**src/rtl/uart_tx.sv**
```systemverilog
// uart_tx: UART transmitter, start + DATA_WIDTH bits LSB first + optional parity + stop, Prescale clocks per bit (0 = 64)
module uart_tx #(
  parameter int DATA_WIDTH = 8
) (
  input  logic                  CLK,
  input  logic                  RST,
  input  logic [DATA_WIDTH-1:0] P_DATA,
  input  logic                  DATA_VALID,
  input  logic                  PAR_EN,
  input  logic                  PAR_TYP,
  input  logic [5:0]            Prescale,
  output logic                  TX_OUT,
  output logic                  Busy
);
  localparam int BW = $clog2(DATA_WIDTH);
  typedef enum logic [2:0] {IDLE, START, DATA, PARITY, STOP} state_t;
  state_t state, state_nxt;
  logic [DATA_WIDTH-1:0] sh;
  logic [BW-1:0] bit_idx;
  logic [5:0] edge_cnt, pre;
  logic par_en, par_bit, done, last, tx_nxt;
  assign done = edge_cnt == pre - 6'd1;
  assign last = bit_idx == BW'(DATA_WIDTH - 1);
  always_comb begin
    state_nxt = state;
    case (state)
      IDLE:    state_nxt = DATA_VALID ? START : IDLE;
      START:   state_nxt = done ? DATA : START;
      DATA:    state_nxt = done && last ? (par_en ? PARITY : STOP) : DATA;
      PARITY:  state_nxt = done ? STOP : PARITY;
      STOP:    state_nxt = done ? IDLE : STOP;
      default: state_nxt = IDLE;
    endcase
  end
  always_comb begin
    tx_nxt = 1'b1;
    case (state_nxt)
      START:   tx_nxt = 1'b0;
      DATA:    tx_nxt = state == START ? sh[0] : (done ? sh[1] : TX_OUT);
      PARITY:  tx_nxt = par_bit;
      default: tx_nxt = 1'b1;
    endcase
  end
  always_ff @(posedge CLK or negedge RST) begin
    if (!RST) begin
      state    <= IDLE;
      sh       <= '0;
      bit_idx  <= '0;
      edge_cnt <= '0;
      pre      <= '0;
      par_en   <= 1'b0;
      par_bit  <= 1'b0;
      TX_OUT   <= 1'b1;
      Busy     <= 1'b0;
    end else begin
      state    <= state_nxt;
      TX_OUT   <= tx_nxt;
      Busy     <= state_nxt != IDLE;
      edge_cnt <= state == IDLE || done ? 6'd0 : edge_cnt + 6'd1;
      if (state == IDLE && DATA_VALID) begin
        sh      <= P_DATA;
        pre     <= Prescale;
        par_en  <= PAR_EN;
        par_bit <= ^P_DATA ^ PAR_TYP;
        bit_idx <= '0;
      end else if (state == DATA && done) begin
        sh      <= sh >> 1;
        bit_idx <= bit_idx + BW'(1);
      end
    end
  end
endmodule

```
**config.mk**
```make
export PLATFORM = sky130hd
export DESIGN_NAME = uart_tx
export DESIGN_NICKNAME = d
export VERILOG_FILES = /design/src/rtl/uart_tx.sv
export SDC_FILE = /design/constraint.sdc
export NUM_CORES = 1
export LEC_CHECK = 0
export ABC_AREA = 1
export CAP_MARGIN = 5
export CORE_UTILIZATION = 25
export DETAILED_ROUTE_END_ITERATION = 8
export PLACE_DENSITY = 0.5
export SYNTH_ARGS = -nofsm -noshare
export SYNTH_HDL_FRONTEND = slang
export SYNTH_SLANG_ARGS = --single-unit
```
**constraint.sdc**
```tcl
create_clock -name CLK -period 2.5 [get_ports CLK]
set_clock_uncertainty 0.15 [all_clocks]
set_input_delay 0.5 -clock CLK [delete_from_list [all_inputs] [get_ports CLK]]
set_output_delay 0.5 -clock CLK [all_outputs]
set_load 0.005 [all_outputs]
```
Word level (Yosys, flattened, before mapping). Cells that the tools add are included.

Equal/unequal tests: 10. Bitwise operators: 1. Reduce and logical (&&, ||, !) cells: 8. Add/subtract/negate cells: 3. Mux-type cells: 15.

Operator list (number): $mux W3 (6); $mux W8 (2); $pmux W3 S5 (1); $eq A3 B2 Y1 const B (4); $reduce_xor A8 Y1 (1); $add A6 B1 Y6 const B (1); $eq A3 B1 Y1 const B (2); $eq A3 B3 Y1 const B (2); $eq A6 B6 Y1 (1); $mux W6 (1); $sub A6 B1 Y6 const B (1); $add A3 B1 Y3 const B (1); $logic_and A1 B1 Y1 (3); $logic_not A3 Y1 (1); $mux W1 (3); $ne A3 B3 Y1 const B (1); $pmux W1 S3 (1); $reduce_bool A3 Y1 (1); $mux W2 (1); $reduce_bool A2 Y1 (1); $logic_or A1 B1 Y1 (1); $xor A1 B1 Y1 (1).

Bits of input ports: 19. Register bits: 30. Logic and storage cells: 46.

Logic depth before layout (Yosys ltp).
Depth after elaboration: 7. Gate-level depth with buffers: 17. Mapped depth without buffers: 16.

Worst setup path before layout. Ideal clock, no wire load.

Kind: reg2reg. Start point: register pre[0]. End point: register Busy. Arrival: 1747 ps. Clock period less this slack: 2021 ps. Path buffers: 1. Data required time: 2226 ps. Cell stages (with the launch flop): 11. Setup slack: 479 ps. Cells stage by stage: dfrtp_1 > inv_2 > ha_1 > xnor2_1 > nor2_2 > nor2b_1 > buf_6 > nand4_1 > nand2_1 > nand3_1 > or2_1.

Cells in the longest elaborated chain, start to end: 6. Elaborated cells on any way between the ends: 9. Classes of those cells: add/sub (1); eq/ne (1); mux (5); reduce/logical (2).

Ends and longest elaborated chain: start, declared (RTL line 20) `logic [5:0] edge_cnt, pre;`; start signal, assigned (RTL line 62) `pre <= Prescale;`; $sub A6 B1 Y6 (*) (RTL line 22) `assign done = edge_cnt == pre - 6'd1;`; $eq A6 B6 Y1 (*) (RTL line 22); $logic_and A1 B1 Y1 (RTL line 29) `DATA: state_nxt = done && last ? (par_en ? PARITY : STOP) : DATA;`; $mux W3 (RTL line 29); $pmux W3 S5 (*) (RTL line 26) `case (state)`; $reduce_bool A3 Y1 (*) (RTL line 58) `Busy <= state_nxt != IDLE;`; end signal, assigned (RTL line 54) `Busy <= 1'b0;`; end signal, assigned (RTL line 58); end, declared (RTL line 13) `output logic Busy`.

Mark *: on every way between the ends. The rest lies on a longest branch, timed or not. A chain may end at the register's enable or synchronous reset.

Worst setup path in the final report. Ends and elaborated chain as after synthesis.

==> impl_results.md <==
- Status: completed
- Synthesized area: 0.00176 mm2
- Hold path depth: 1
- Power share of the clock group: 0.422
- Ys Warns: 0
- Sequential-to-total area share from yosys stat: 0.427
- Total power draw: about 950 uW
- Yosys reg bits: 30
- CP Class: register to register
- Clock tree sinks: 30
- TritonCTS clock tree: built
- Netlist cell types: 33
- DP Wirelength: 2770 um
- Post-CTS Hold Buffers: 0
- Switching Share: 0.215
- Syn_nets: approximately 240
- Tcrit/Tclk final: 0.859
- Max Clk Rate: between 400 and 500 MHz
- Die Area: approximately 0.0074 mm2
- RSZ-0062 raised after global routing: no
- Clock slew at reported path FFs: 0.07 ns
- Root buffer cell: clkbuf_8
- Critical Path AT: 2.16 ns
- CP max FO: 7
- R2R Setup Slk: around 0.35 ns
- Pin count of the biggest net entering global routing: 31
- DIE WIDTH: 85.9 um
- First-pass GRT wire length: roughly 6300 um
- Slew Viols, Final: 0
- Leak: between 1 and 1.5 nW
- Placer Congestion: approximately 0.75
- H-tree depth: 2
- Post-route setup TNS: 0 ns
- Total routed wirelength: between 3000 and 4000 um
- Vias per cell: about 4.1
- PortBufs: 20
- Maxcap violations: 0
- Antenna violations before repair: 0
- Die Ht: 85.9 um
- CTS resizes: 0
- Internal power: 748 uW
- Antenna Nets Post-Route: 0
- P_sw: approximately 200 uW
- Initial Utilization: 0.259
- Num ports: 21
- Total gr overflow: 0
- Fin crit period: approximately 2.1 ns
- Flop pwr share: 0.509
- Area grow syn2layout: 23.7%
- Antenna cells: 0
- Worst endpoint required time: 2.51 ns
- Worst IR drop on VDD: 0.173 mV
- Final setup vio count: 0
- CP endpoint kind: register
- Synthesized area per cell: 8.15 um2
- CTS buffer count: 5
- Final Hold Viols: 0
- PD cells: approximately 440 mW/mm2
- Clk buf depth: 2
- R2R depth: 10
- # DRC: 0
- Post-Syn Instances: between 200 and 250
- Crit start category: register
- DR vias: about 1400
- Tot GR Track Use: 0.110
- TritonRoute pass-1 iters: 6
- Hold Slack: 0.324 ns
- # Post-CTS Setup Buffers: 0
- Logic pwr share: 0.069
- Fill cells: 733
- Skew-Pair Late Insertion Delay: ~0.28 ns
- Total core area: roughly 0.0068 mm2
- Rel. slew slack: 0.727
- Tightest Pin Transition: 0.409 ns
- Number of global-route vias before repair: 1371
- Nets: roughly 270
- Fraction of layout cells with a size suffix above 1: 0.143
- Row count: 30
- Routed length per instance: around 11 um
- Hold crit path type: register to register
- Post-layout util: 0.321
- DRT iter0 DRCs: 46
path summary, 6_finish.rpt:
kind	start	to
worst max register to register	pre[0]	Busy
worst min register to register	bit_idx[0]	bit_idx[0]
worst max-delay path	pre[0]	Busy
min in group asynchronous	RST	edge_cnt[5]
max in group asynchronous	RST	TX_OUT
worst min-delay path	bit_idx[0]	bit_idx[0]
flip-flops by register name, indices dropped and copies added (netlist names):
name      flops
bit_idx       3
edge_cnt      6
sh            8
par_en        1
state         3
pre           6
TX_OUT        1
Busy          1
par_bit       1
per-stage QoR:
stage               worst slack, ns  cells  instance area, um2
floorplan                     0.479    216                1760
global placement              0.387    332                2090
detailed placement            0.350    332                2090
CTS                           0.347    340                2180
global route                  0.128    340                2180
finish                        0.352    340                2180
per-layer routing:
layer	track usage	up-vias	part of all wire
met3	0.0318	2	0.041
met1	0.146	626	0.49
li1	-	751	-
met4	0.0364	0	0.0039
met5	0	-	0
met2	0.172	25	0.47
final cells by class:
cell class              count  area, um2  share of cell area
multi-input cells         153        877               0.403
clock buffers               8       90.1              0.0414
well taps                  96        120              0.0551
repair buffers             24        230               0.106
inverters                  29        109              0.0500
flip-flops and latches     30        752               0.345
synthesized netlist by cell type:
master	instances	share of area
a21oi_1	10	0.028
a22o_1	2	0.010
a31oi_1	3	0.011
buf_6	1	0.0064
clkbuf_1	3	0.0064
clkinv_1	1	0.0021
dfrtp_1	29	0.41
dfstp_2	1	0.015
ha_1	4	0.028
inv_1	26	0.055
inv_2	2	0.0043
nand2_1	40	0.085
nand2_2	10	0.036
nand2_4	1	0.0064
nand3_1	18	0.051
nand3_2	1	0.0057
nand3_4	1	0.010
nand3b_1	3	0.013
nand4_1	4	0.014
nor2_1	23	0.049
nor2_2	4	0.014
nor2_8	1	0.011
nor2b_1	1	0.0036
nor3b_1	2	0.0085
o21ai_0	5	0.014
o21ai_1	1	0.0028
o21bai_2	1	0.0064
o221a_2	2	0.013
o221ai_1	2	0.010
or2_1	1	0.0036
or2_2	1	0.0036
xnor2_1	7	0.035
xor2_1	5	0.025
cell usage in the layout, fill, tap and decap left out, drive strengths merged:
cell type,count
clkdlybuf4s50,20
xnor2,7
nand4,4
xor2,5
o21bai,1
clkbuf,8
nor2,28
nand2,51
o21ai,6
o221ai,2
a22o,2
a21oi,10
buf,4
o221a,2
inv,28
dfrtp,29
dfstp,1
nand3,20
clkinv,1
nor2b,1
nand3b,3
a31oi,3
or2,2
nor3b,2
ha,4
power by group through the flow:
stage / clock network (mW) / logic [mW] / registers [mW]
2_1_floorplan: 0 / 0.0206 / 0.495
3_3_place_gp: 0 / 0.0683 / 0.494
3_5_place_dp: 0 / 0.0677 / 0.494
4_1_cts: 0.422 / 0.0680 / 0.485
5_1_grt: 0.440 / 0.0722 / 0.485
6_report: 0.402 / 0.0656 / 0.486
cells by family (layout without fill, tap and decap cells):
family,Yosys count,in the layout,synth area share
adder cells (fa/ha/maj),4,4,0.0284
AND/OR/NAND/NOR,111,111,0.315
buffers and inverters,33,61,0.0746
XOR/XNOR,12,12,0.0597
flip-flops,30,30,0.427
AO/OA/AOI/OAI,26,26,0.0952
worst max-delay path, cell delays in order, from the launching register on:
cell     delay [ns]
dfrtp_1        0.39
inv_2          0.06
ha_1           0.30
xnor2_1        0.13
nor2_2         0.11
nor2b_1        0.13
buf_4          0.16
nand4_1        0.15
nand2_1        0.13
nand3_1        0.10
or2_1          0.23
Power figures use the tool's default switching activity.
